**config.mk**
```make
export PLATFORM = sky130hd
export DESIGN_NAME = mc_controller
export DESIGN_NICKNAME = d
export VERILOG_FILES = /design/src/rtl/arm_mc_pkg.sv /design/src/rtl/cond_logic.sv /design/src/rtl/mc_controller.sv
export SDC_FILE = /design/constraint.sdc
export NUM_CORES = 1
export LEC_CHECK = 0
export ABC_AREA = 1
export CAP_MARGIN = 40
export CORE_UTILIZATION = 39
export DETAILED_ROUTE_END_ITERATION = 7
export PLACE_DENSITY = 0.85
export SYNTH_ARGS = -nofsm -noshare
export SYNTH_HDL_FRONTEND = slang
export SYNTH_SLANG_ARGS = --single-unit
```
**constraint.sdc**
```tcl
create_clock -name clk -period 3.4 [get_ports clk]
set_input_delay 0.34 -clock clk [delete_from_list [all_inputs] [get_ports clk]]
set_output_delay 0.34 -clock clk [all_outputs]
set_load 0.05 [all_outputs]
```
**src/rtl/arm_mc_pkg.sv**
```systemverilog
// Shared encodings for the ARM-subset multicycle controller: FSM states, datapath
// select codes, Op/cmd constants and the condition-code evaluator.
package arm_mc_pkg;

   typedef enum logic [3:0] {
      StFetch,
      StDecode,
      StMemAdr,
      StMemRead,
      StMemWb,
      StMemWrite,
      StExecuteR,
      StExecuteI,
      StAluWb,
      StBranch
   } state_e;

   localparam logic [1:0] AluAdd = 2'b00;
   localparam logic [1:0] AluSub = 2'b01;
   localparam logic [1:0] AluAnd = 2'b10;
   localparam logic [1:0] AluOrr = 2'b11;

   localparam logic [1:0] SrcAReg    = 2'b00;
   localparam logic [1:0] SrcAPc     = 2'b01;
   localparam logic [1:0] SrcAAluOut = 2'b10;

   localparam logic [1:0] SrcBWd   = 2'b00;
   localparam logic [1:0] SrcBImm  = 2'b01;
   localparam logic [1:0] SrcBFour = 2'b10;

   localparam logic [1:0] ResAluOut    = 2'b00;
   localparam logic [1:0] ResData      = 2'b01;
   localparam logic [1:0] ResAluResult = 2'b10;

   localparam logic [1:0] OpDp     = 2'b00;
   localparam logic [1:0] OpMem    = 2'b01;
   localparam logic [1:0] OpBranch = 2'b10;

   localparam logic [3:0] CmdAnd = 4'b0000;
   localparam logic [3:0] CmdSub = 4'b0010;
   localparam logic [3:0] CmdAdd = 4'b0100;
   localparam logic [3:0] CmdCmp = 4'b1010;
   localparam logic [3:0] CmdOrr = 4'b1100;

   // flags = {N, Z, C, V}; cond 1111 is treated as never.
   function automatic logic cond_eval(input logic [3:0] cond, input logic [3:0] flags);
      logic n, z, c, v;
      logic res;
      {n, z, c, v} = flags;
      case (cond)
         4'b0000: res = z;
         4'b0001: res = ~z;
         4'b0010: res = c;
         4'b0011: res = ~c;
         4'b0100: res = n;
         4'b0101: res = ~n;
         4'b0110: res = v;
         4'b0111: res = ~v;
         4'b1000: res = c & ~z;
         4'b1001: res = ~c | z;
         4'b1010: res = (n == v);
         4'b1011: res = (n != v);
         4'b1100: res = ~z & (n == v);
         4'b1101: res = z | (n != v);
         4'b1110: res = 1'b1;
         default: res = 1'b0;
      endcase
      return res;
   endfunction

endpackage

```
**src/rtl/cond_logic.sv**
```systemverilog
// NZCV flags register plus condition evaluation; the result is latched into cond_ex_q
// during DECODE and qualifies every write of the instruction that follows.
module cond_logic
   import arm_mc_pkg::*;
(
   input  logic       clk,
   input  logic       reset,
   input  logic [3:0] cond,
   input  logic [3:0] alu_flags,
   input  logic [1:0] flag_w,
   input  logic       cond_latch,
   output logic       cond_ex_q
);

   logic [3:0] flags_q, flags_d;
   logic       cond_ex_d;

   always_comb begin
      flags_d   = flags_q;
      cond_ex_d = cond_ex_q;
      if (flag_w[1] && cond_ex_q) flags_d[3:2] = alu_flags[3:2];
      if (flag_w[0] && cond_ex_q) flags_d[1:0] = alu_flags[1:0];
      if (cond_latch) cond_ex_d = cond_eval(cond, flags_q);
   end

   always_ff @(posedge clk or negedge reset) begin
      if (!reset) begin
         flags_q   <= 4'b0000;
         cond_ex_q <= 1'b0;
      end else begin
         flags_q   <= flags_d;
         cond_ex_q <= cond_ex_d;
      end
   end

endmodule

```
**src/rtl/mc_controller.sv**
```systemverilog
// Multicycle sequencing controller: instruction decode, per-instruction FSM and
// write-enable gating. Define MEM_READY_EN to add MemReady wait states on memory cycles.
module mc_controller
   import arm_mc_pkg::*;
(
   input  logic        clk,
   input  logic        reset,
   input  logic [31:0] Instr,
   input  logic [3:0]  ALUFlags,
`ifdef MEM_READY_EN
   input  logic        MemReady,
`endif
   output logic        PCWrite,
   output logic        MemWrite,
   output logic        RegWrite,
   output logic        IRWrite,
   output logic        AdrSrc,
   output logic [1:0]  RegSrc,
   output logic [1:0]  ALUSrcA,
   output logic [1:0]  ALUSrcB,
   output logic [1:0]  ResultSrc,
   output logic [1:0]  ImmSrc,
   output logic [1:0]  ALUControl
);

   state_e     state_q, state_d;
   logic [1:0] op;
   logic       i_bit, s_bit;
   logic [3:0] cmd, rd, cond;
   logic       ready;
   logic       unused_instr;

   logic [1:0] dp_ctrl, dp_flag_w;
   logic       no_write;

   logic       next_pc, branch, reg_w, mem_w, ir_write, cond_latch, cond_ex_q;
   logic [1:0] flag_w;

   assign op           = Instr[27:26];
   assign i_bit        = Instr[25];
   assign cmd          = Instr[24:21];
   assign s_bit        = Instr[20];
   assign rd           = Instr[15:12];
   assign cond         = Instr[31:28];
   assign unused_instr = ^Instr[11:0];

`ifdef MEM_READY_EN
   assign ready = MemReady;
`else
   assign ready = 1'b1;
`endif

   assign RegSrc = {op == OpMem, op == OpBranch};
   assign ImmSrc = op;

   always_comb begin
      dp_ctrl   = AluAdd;
      dp_flag_w = 2'b00;
      no_write  = 1'b1;
      case (cmd)
         CmdAdd: begin
            dp_ctrl   = AluAdd;
            no_write  = 1'b0;
            dp_flag_w = {s_bit, s_bit};
         end
         CmdSub: begin
            dp_ctrl   = AluSub;
            no_write  = 1'b0;
            dp_flag_w = {s_bit, s_bit};
         end
         CmdAnd: begin
            dp_ctrl   = AluAnd;
            no_write  = 1'b0;
            dp_flag_w = {s_bit, 1'b0};
         end
         CmdOrr: begin
            dp_ctrl   = AluOrr;
            no_write  = 1'b0;
            dp_flag_w = {s_bit, 1'b0};
         end
         CmdCmp: begin
            dp_ctrl   = AluSub;
            dp_flag_w = 2'b11;
         end
         default: ;
      endcase
   end

   always_comb begin
      state_d    = state_q;
      next_pc    = 1'b0;
      branch     = 1'b0;
      reg_w      = 1'b0;
      mem_w      = 1'b0;
      ir_write   = 1'b0;
      cond_latch = 1'b0;
      flag_w     = 2'b00;
      AdrSrc     = 1'b0;
      ALUSrcA    = 2'b00;
      ALUSrcB    = 2'b00;
      ResultSrc  = 2'b00;
      ALUControl = AluAdd;
      case (state_q)
         StFetch: begin
            ALUSrcA   = SrcAPc;
            ALUSrcB   = SrcBFour;
            ResultSrc = ResAluResult;
            ir_write  = ready;
            next_pc   = ready;
            if (ready) state_d = StDecode;
         end
         StDecode: begin
            ALUSrcA    = SrcAPc;
            ALUSrcB    = SrcBFour;
            ResultSrc  = ResAluResult;
            cond_latch = 1'b1;
            case (op)
               OpDp:     state_d = i_bit ? StExecuteI : StExecuteR;
               OpMem:    state_d = StMemAdr;
               OpBranch: state_d = StBranch;
               default:  state_d = StFetch;
            endcase
         end
         StExecuteR, StExecuteI: begin
            ALUSrcA    = SrcAReg;
            ALUSrcB    = (state_q == StExecuteI) ? SrcBImm : SrcBWd;
            ALUControl = dp_ctrl;
            flag_w     = dp_flag_w;
            state_d    = (cmd == CmdCmp) ? StFetch : StAluWb;
         end
         StAluWb: begin
            ResultSrc = ResAluOut;
            reg_w     = ~no_write;
            state_d   = StFetch;
         end
         StMemAdr: begin
            ALUSrcA = SrcAReg;
            ALUSrcB = SrcBImm;
            state_d = s_bit ? StMemRead : StMemWrite;
         end
         StMemRead: begin
            AdrSrc    = 1'b1;
            ResultSrc = ResAluOut;
            if (ready) state_d = StMemWb;
         end
         StMemWb: begin
            ResultSrc = ResData;
            reg_w     = 1'b1;
            state_d   = StFetch;
         end
         StMemWrite: begin
            AdrSrc    = 1'b1;
            ResultSrc = ResAluOut;
            mem_w     = 1'b1;
            if (ready) state_d = StFetch;
         end
         StBranch: begin
            ALUSrcA   = SrcAAluOut;
            ALUSrcB   = SrcBImm;
            ResultSrc = ResAluResult;
            branch    = 1'b1;
            state_d   = StFetch;
         end
         default: state_d = StFetch;
      endcase
   end

   always_ff @(posedge clk or negedge reset) begin
      if (!reset) state_q <= StFetch;
      else        state_q <= state_d;
   end

   cond_logic u_cond_logic (
      .clk        (clk),
      .reset      (reset),
      .cond       (cond),
      .alu_flags  (ALUFlags),
      .flag_w     (flag_w),
      .cond_latch (cond_latch),
      .cond_ex_q  (cond_ex_q)
   );

   // Enables are masked combinationally while reset is held so nothing is written.
   assign IRWrite  = reset & ir_write;
   assign RegWrite = reset & reg_w & cond_ex_q;
   assign MemWrite = reset & mem_w & cond_ex_q;
   assign PCWrite  = reset & (next_pc | ((branch | (reg_w & (rd == 4'hF))) & cond_ex_q));

endmodule

```
# ---- Word-level counts from Yosys, hierarchy flattened
# Index checks and enable logic that the tools add are counted.
# Widths: inputs -> output; s select.
dict set report op_classes {
  muxes 20
  reduce_logical 15
  bitwise 18
  eq_ne 32
}
# cell count
set op_table {}
lappend op_table {{$eq 4x4->1 const B} 12}
lappend op_table {{$eq 4x3->1 const B} 9}
lappend op_table {{$eq 4x2->1 const B} 5}
lappend op_table {{$pmux 4 s5} 1}
lappend op_table {{$pmux 2 s3} 3}
lappend op_table {{$pmux 1 s15} 1}
lappend op_table {{$reduce_or 2->1} 7}
lappend op_table {{$logic_not 4->1} 3}
lappend op_table {{$pmux 4 s3} 1}
lappend op_table {{$and 1x1->1} 10}
lappend op_table {{$eq 4x1->1 const B} 2}
lappend op_table {{$pmux 2 s2} 2}
lappend op_table {{$mux 1} 7}
lappend op_table {{$mux 2} 2}
lappend op_table {{$mux 4} 1}
lappend op_table {{$not 1->1} 4}
lappend op_table {{$or 1x1->1} 4}
lappend op_table {{$reduce_or 4->1} 1}
lappend op_table {{$mux 3} 1}
lappend op_table {{$reduce_or 3->1} 1}
lappend op_table {{$eq 2x1->1 const B} 1}
lappend op_table {{$eq 2x2->1 const B} 1}
lappend op_table {{$logic_and 1x1->1} 2}
lappend op_table {{$logic_not 2->1} 1}
lappend op_table {{3 further kinds} 3}
dict set report word_totals {
  word_cells 89
  output_inout_bits 17
  register_bits 9
}

# ---- Longest topological paths before layout
# Gate-level depths: netlist (run 1).
dict set report logic_depth {
  depth_word 8
  mapped_depth 10
}

# ---- Cells and area by module
# Synthesis (run 1) repeated with hierarchy kept, for this count alone.
dict set report hier_totals {
  cells_unflattened 152
  area_unflattened_um2 843.3
}
# mod cells_per_inst area_per_inst_um2 instances
set modules_own_cells {}
lappend modules_own_cells {mc_controller 81 446.7 1}
lappend modules_own_cells {cond_logic 71 396.6 1}

# ---- Least setup slack after synthesis (run 1)
# OpenSTA, ideal clock, no wires.
dict set report synth_path {
  path_type {reg-to-output}
  start {register state_q[1]}
  end {output ResultSrc[1]}
  n_path_buf 1
  slack_ns 1.097
  arrival_ns 1.963
  required_ns 3.060
  path_stages_with_launch 7
  cell_sequence {dfrtp_1 -> buf_2 -> inv_2 -> nand2_2 -> nor3_2 -> inv_1 -> o21ai_0}
}
dict set report synth_between {
  elab_chain_len 3
}
# element line_no
set synth_rtl {}
lappend synth_rtl {{start, declared} mc_controller.sv:26} ;# state_e state_q, state_d;
lappend synth_rtl {{start signal, assigned} mc_controller.sv:169} ;# if (!reset) state_q <= StFetch;
lappend synth_rtl {{start signal, assigned} mc_controller.sv:170} ;# else state_q <= state_d;
lappend synth_rtl {{$eq 4x1->1, or another cell as far along} mc_controller.sv:103} ;# case (state_q)
lappend synth_rtl {{$reduce_or 3->1 (no source line)} -}
lappend synth_rtl {{$pmux 2 s2 *} mc_controller.sv:103}
lappend synth_rtl {{end, declared} mc_controller.sv:21} ;# output logic [1:0] ResultSrc,
# Mark *: on every way between the ends. The rest lies on a longest branch, timed or not.

# ---- Worst setup path in the final report (run 1)
dict set report layout_path {
  start {input Instr[21]}
  end {output PCWrite}
}
dict set report layout_between {
  elab_chain_len 8
}
# element line_no
set layout_rtl {}
lappend layout_rtl {{start, declared} mc_controller.sv:8} ;# input logic [31:0] Instr,
lappend layout_rtl {{$eq 4x4->1, or another cell as far along} mc_controller.sv:60} ;# case (cmd)
lappend layout_rtl {{$reduce_or 4->1 (no source line) *} -}
lappend layout_rtl {{$pmux 1 s2 *} mc_controller.sv:103}
lappend layout_rtl {{$and 1x1->1 *} mc_controller.sv:187} ;# assign PCWrite = reset & (next_pc | ((branch | (reg_w & (rd == 4'hF))) & cond_ex_q));
lappend layout_rtl {{$or 1x1->1 *} mc_controller.sv:187}
lappend layout_rtl {{$and 1x1->1 *} mc_controller.sv:187}
lappend layout_rtl {{$or 1x1->1 *} mc_controller.sv:187}
lappend layout_rtl {{$and 1x1->1 *} mc_controller.sv:187}
lappend layout_rtl {{end, declared} mc_controller.sv:13} ;# output logic PCWrite,
# Marks and branches as above.

==> metrics.cfg, run 1 <==
[run_status]
status = finished clean

[pwr]
p_sw_uw = 475
p_per_area_nw_per_um2 = 659
ir_drop_v = 0.000521
seqPwrFrac_pct = 21.8
combPwrFrac_pct = 68.8
switching_share_pct = 55.3
power.leakage_nw = 0.632
internal_power_uw = 384
fin_total_pwr_uw = 859
clkPwrFrac_pct = 9.5

[clocking]
cts_resized = 0
clk_pin_slew_worst_paths_ns = 0.05
cts_tree = done
cts_buffer_depth = 2
clock-root-buffer = clkbuf_4
insertion_delay_ns = 0.26
post_cts_buffers = 0
clock-sinks = 9
ctsHoldBuffers = 0
htreeDepth = 1
cts_made_buffers = 3

[floorplan]
num_io_pins = 55
die_area_sq_um = 2440
start_util_pct = 43.0
core-area_sq_um = 2040
fp.dieH_um = 49.4
die_w_um = 49.4
row_count = 16

[synthesis]
yosysTopAreaCellShare_pct = 25.7
syn_nets = 190
synth_area_sq_um = 877
ys_ff_latch = 9
synth_area_per_cell_sq_um = 5.77
seq_area_frac_synth_pct = 25.7
ys_warn_count = 0
synthCells = 152
yosysTopAreaCell = dfrtp_1
ys_top_cells_by_area = dfrtp_1 (26%), nand2_1 (18%), inv_1 (11%)
ys_types = 22

[worst_setup_path]
endpoint = PCWrite
cp_common_cell = nand2_1
worst-r2r-cell-count = 5
r2r_slack_ns = 2.18
startpoint = Instr[21]
path_class = in -> out
critPathLaunchType = input port
cp.required_ns = 3.06
slowest_delay_ns = 0.82
crit_slowest_cell = clkdlybuf4s50_1
r2r_start = state_q[3]
cp_max_fo = 3
arrival_ns = 2.38
timing.rr.end = state_q[0]
cp-end-kind = output pin
worstPathCellList = clkdlybuf4s50_1 -> nor2_1 -> nand2_1 -> nand2_1 -> nor2_1 -> o21ai_1 -> nand2_1 -> o21bai_1 -> clkdlybuf4s50_1

[timing]
setup_tns_ns = 0
slew_headroom_pct = 66.2
hold_slack_ns = 0.281
min_period_ns = 2.72
timing.final.hold_violations = 0
period_share_pct = 80.1
rsz0062_at_grt = no
finClkSkew_ns = 0.00306
drv_slew = 0
setup_violations = 0
tightest_slew_ns = 0.506
max_freq_ghz = 0.367

[global_route]
grt_pass1_vias = 920
grt_start_max_net_pins = 9
grt_pass1_wl_um = 3450
antenna_found_initial = 0
grt-ovfl-total = 0
grt_usage_pct = 18.3

[final_layout]
areaGrowthSynthToFinish_pct = 48.8
drive_above_1_share_pct = 11.5
nets = 231
antenna_cells = 0

[route]
finalWirelength_um = 2120
ant_nets = 0
drt-initial-drc-count = 21
post_drt_via_cell_ratio = 4.73
vias = 1035
first_pass_iters = 4
post_drt_wl_per_cell_um = 9.68
drc = 0

[placed_design]
io_buffers = 38
gp_congestion = 0.819
dpl.hpwl_um = 1840

[hold_path]
hp-class = in -> async

[flow_run]
maxCapViolCount = 0

-- placed cells by master (no fill, tap or decap) --
cell,count
nand2_2,2
o22ai_1,2
buf_4,1
a31oi_1,1
nor3_2,2
clkbuf_1,1
nand2_1,42
o21bai_1,1
nor2_1,16
nor2_2,4
o21ai_2,2
o211ai_1,3
clkbuf_4,3
o21ai_0,3
nand4_1,1
dfrtp_1,9
nor2_4,1
a21oi_1,4
inv_2,7
inv_1,26
nand3_1,19
clkinv_1,1
o21ai_1,3
clkdlybuf4s50_1,38
-- registers in the layout (all words and copies together) (netlist names) --
signal / flops
u_cond_logic.cond_ex_q: 1
u_cond_logic.flags_q: 4
state_q: 4
-- power by group through the flow --
stage	Sequential [mW]	Combinational, mW	Clock (mW)
3_3_place_gp	0.184	0.579	0
5_1_grt	0.191	0.629	0.0858
3_5_place_dp	0.188	0.590	0
4_1_cts	0.186	0.593	0.0820
6_report	0.187	0.591	0.0812
2_1_floorplan	0.168	0.425	0
-- per-stage QoR --
step	utilization (%)	setup slack, ns	instance area, sq um	std cells
final	63.9	0.677	1310	219
after global placement	62.6	0.731	1280	215
after detailed placement	62.6	0.688	1280	215
after CTS	63.9	0.687	1310	219
after global routing	63.9	0.563	1310	219
after floorplan	-	1.10	877	152
-- cell type report --
cell class	instances	area [sq um]
Multi-Input combinational cell	106	504
Timing Repair Buffer	39	388
Inverter	34	128
Sequential cell	9	225
Clock buffer	4	26.3
Fill cell	196	737
Tap cell	27	33.8
-- critical path, delay by kind of cell --
kind                   cells  cell delay [ns]
AOI/OAI and AO/OA          2             0.25
buffers and inverters      2             1.25
and+or+nand+nor            5             0.55
-- worst min-delay path by stage --
stage	slack, ns	to	depth (start not counted)	start
2_1_floorplan	0.04	state_q[0]	0	reset
3_3_place_gp	0.50	u_cond_logic.cond_ex_q	2	u_cond_logic.cond_ex_q
3_5_place_dp	0.51	u_cond_logic.flags_q[2]	2	u_cond_logic.flags_q[2]
4_1_cts	0.28	state_q[1]	1	reset
5_1_grt	0.29	state_q[1]	1	reset
6_report	0.28	state_q[1]	1	reset
-- per-layer routing --
metal | track usage, % | wire, um
met5 | 0 | 0
met3 | 2.80 | 98
met1 | 20.3 | 927
met2 | 32.2 | 1070
met4 | 11.4 | 23
-- synth_stat cells --
cell / number
nand4_1: 1
a21oi_1: 4
o211ai_1: 3
o22ai_1: 2
dfrtp_1: 9
nor2_4: 1
nand3_1: 19
nor2_1: 16
nor2_2: 4
nand2_2: 2
nor3_2: 2
buf_4: 2
inv_1: 26
o21ai_1: 3
o21bai_1: 1
a31oi_1: 1
inv_2: 7
clkinv_1: 1
nand2_1: 42
o21ai_0: 3
buf_2: 1
o21ai_2: 2
-- cell families after synthesis --
family                 share of synthesized area, %
AND/OR/NAND/NOR                                44.2
buffers and inverters                          16.8
AO/OA/AOI/OAI                                  13.3
flip-flops                                     25.7
Note: power is estimated with default switching activity, not from simulation.
==> run 2: changes to the inputs <==
--- a/config.mk
+++ b/config.mk
@@ -7,9 +7,9 @@
 export LEC_CHECK = 0
 export ABC_AREA = 1
 export CAP_MARGIN = 40
-export CORE_UTILIZATION = 39
+export CORE_UTILIZATION = 33
 export DETAILED_ROUTE_END_ITERATION = 7
-export PLACE_DENSITY = 0.85
+export PLACE_DENSITY = 0.76
 export SYNTH_ARGS = -nofsm -noshare
 export SYNTH_HDL_FRONTEND = slang
 export SYNTH_SLANG_ARGS = --single-unit
==> constraint.sdc (replaced) <==
create_clock -name clk -period 2.44 [get_ports clk]
set_input_delay 0.244 -clock clk [delete_from_list [all_inputs] [get_ports clk]]
set_output_delay 0.244 -clock clk [all_outputs]
set_load 0.05 [all_outputs]
==> run 2 against run 1 <==
Compared with the run above: total power is 41% higher; clock power is 38% higher; sequential cell count stayed put; register-to-register slack worse by 0.96 ns; core utilization is 11 points lower; final cell count is 1.4% higher; sequential share of layout area is 0.34 points lower; via count is 1.3% higher; setup slack worse by 0.53 ns; first-iteration DRC count is 33% higher; die area is 17% higher; sequential power is 40% higher; largest power group unchanged.
==> metrics.cfg, run 2 (same netlist as run 1, synthesis figures left out) <==
[worst_setup_path]
worst-r2r-cell-count = 5
critPathLaunchType = flop
cp_max_fo = 4
path_class = reg -> out
cp-end-kind = output pin
startpoint = state_q[3]
r2r_start = state_q[3]
arrival_ns = 2.05
cp.required_ns = 2.20
r2r_slack_ns = 1.22

[timing]
max_freq_ghz = 0.436
rsz0062_at_grt = no
timing.final.hold_violations = 0
setup_violations = 0
period_share_pct = 94.0
min_period_ns = 2.29
finClkSkew_ns = 0.00341
drv_slew = 0
tightest_slew_ns = 0.499
slew_headroom_pct = 66.6
setup_tns_ns = 0

[run_status]
status = finished clean

[floorplan]
start_util_pct = 35.1
num_io_pins = 55
die_area_sq_um = 2870
row_count = 18
fp.dieH_um = 53.6
core-area_sq_um = 2500
die_w_um = 53.6

[placed_design]
dpl_cell_area_sq_um = 1310
gp_congestion = 0.820
place_inst = 218
io_buffers = 38
dpl.hpwl_um = 1830

[global_route]
grt_usage_pct = 16.4
grt_start_max_net_pins = 10
grt-ovfl-total = 0
antenna_found_initial = 0
grt_pass1_vias = 917
grt_pass1_wl_um = 3410

[final_layout]
drive_above_1_share_pct = 14.6
post-route-util_pct = 53.3
final_cells = 222
fillers = 243
final_cell_mix = nand2_1 (42), clkdlybuf4s50_1 (32), inv_1 (26), nand3_1 (19), nor2_1 (16)
areaGrowthSynthToFinish_pct = 51.8
nets = 231
top_regs = state_q: 4 flops, u_cond_logic.flags_q: 4 flops, u_cond_logic.cond_ex_q: 1 flops
antenna_cells = 0
final_common_cell = nand2_1
postLayoutCellArea_sq_um = 1330

[route]
vias = 1048
drc = 0
post_drt_via_cell_ratio = 4.72
ant_nets = 0
post_drt_wl_per_cell_um = 9.73
drt-initial-drc-count = 28
first_pass_iters = 4
finalWirelength_um = 2160

[clocking]
cts_resized = 0
cts_made_buffers = 3
clock-root-buffer = clkbuf_4
clock-sinks = 9
cts_buffer_depth = 2
insertion_delay_ns = 0.26
htreeDepth = 1
cts_tree = done
clk_pin_slew_worst_paths_ns = 0.06
post_cts_buffers = 0
ctsHoldBuffers = 0

[pwr]
ir_drop_v = 0.000661
power.leakage_nw = 0.652
fin_total_pwr_mw = 1.21
p_per_area_nw_per_um2 = 911

[hold_path]
hp-class = in -> async

[flow_run]
maxCapViolCount = 0

run 2: worst paths after layout:
| check | end |
|---|---|
| max reg2reg | state_q[0] |
| min in group clk | u_cond_logic.flags_q[3] |
| min | state_q[1] |
| max | ALUSrcB[0] |
| max in group asynchronous | u_cond_logic.flags_q[0] |
| min reg2reg | u_cond_logic.flags_q[3] |
run 2: cell type report:
type	instances	area, sq um	area share, %
Inverter	34	128	9.59
Clock buffer	4	26.3	1.97
Tap cell	30	37.5	2.82
Multi-Input combinational cell	106	504	37.9
Timing Repair Buffer	39	410	30.8
Sequential cell	9	225	16.9
run 2: per-stage QoR:
step	hold slack, ns	setup slack (ns)
global route	0.386	0.00510
CTS	0.345	0.132
floorplan	-0.0516	0.233
global placement	0.508	0.397
finish	0.339	0.148
detailed placement	0.518	0.417
run 2: worst max-delay path, cell delays in order (launching register included):
cell             delay [ns]
dfrtp_1                0.43
nor2_2                 0.20
nand3_1                0.18
o211ai_1               0.15
clkdlybuf4s50_1        0.83
run 2: where the power goes:
group	leakage (nW)	internal, mW	switching [mW]	total, mW
registers	0.120	0.197	0.0643	0.261
clock network	0.0150	0.0628	0.0490	0.112
logic	0.517	0.290	0.550	0.840
run 2: layer usage:
| layer | vias to the layer above | part of all wire (%) | global-route usage [%] |
|---|---|---|---|
| met5 | - | 0 | 0 |
| met4 | 0 | 2.4 | 11.0 |
| met3 | 5 | 8.1 | 2.26 |
| met2 | 44 | 48 | 29.2 |
| met1 | 443 | 41 | 17.9 |
| li1 | 556 | - | - |
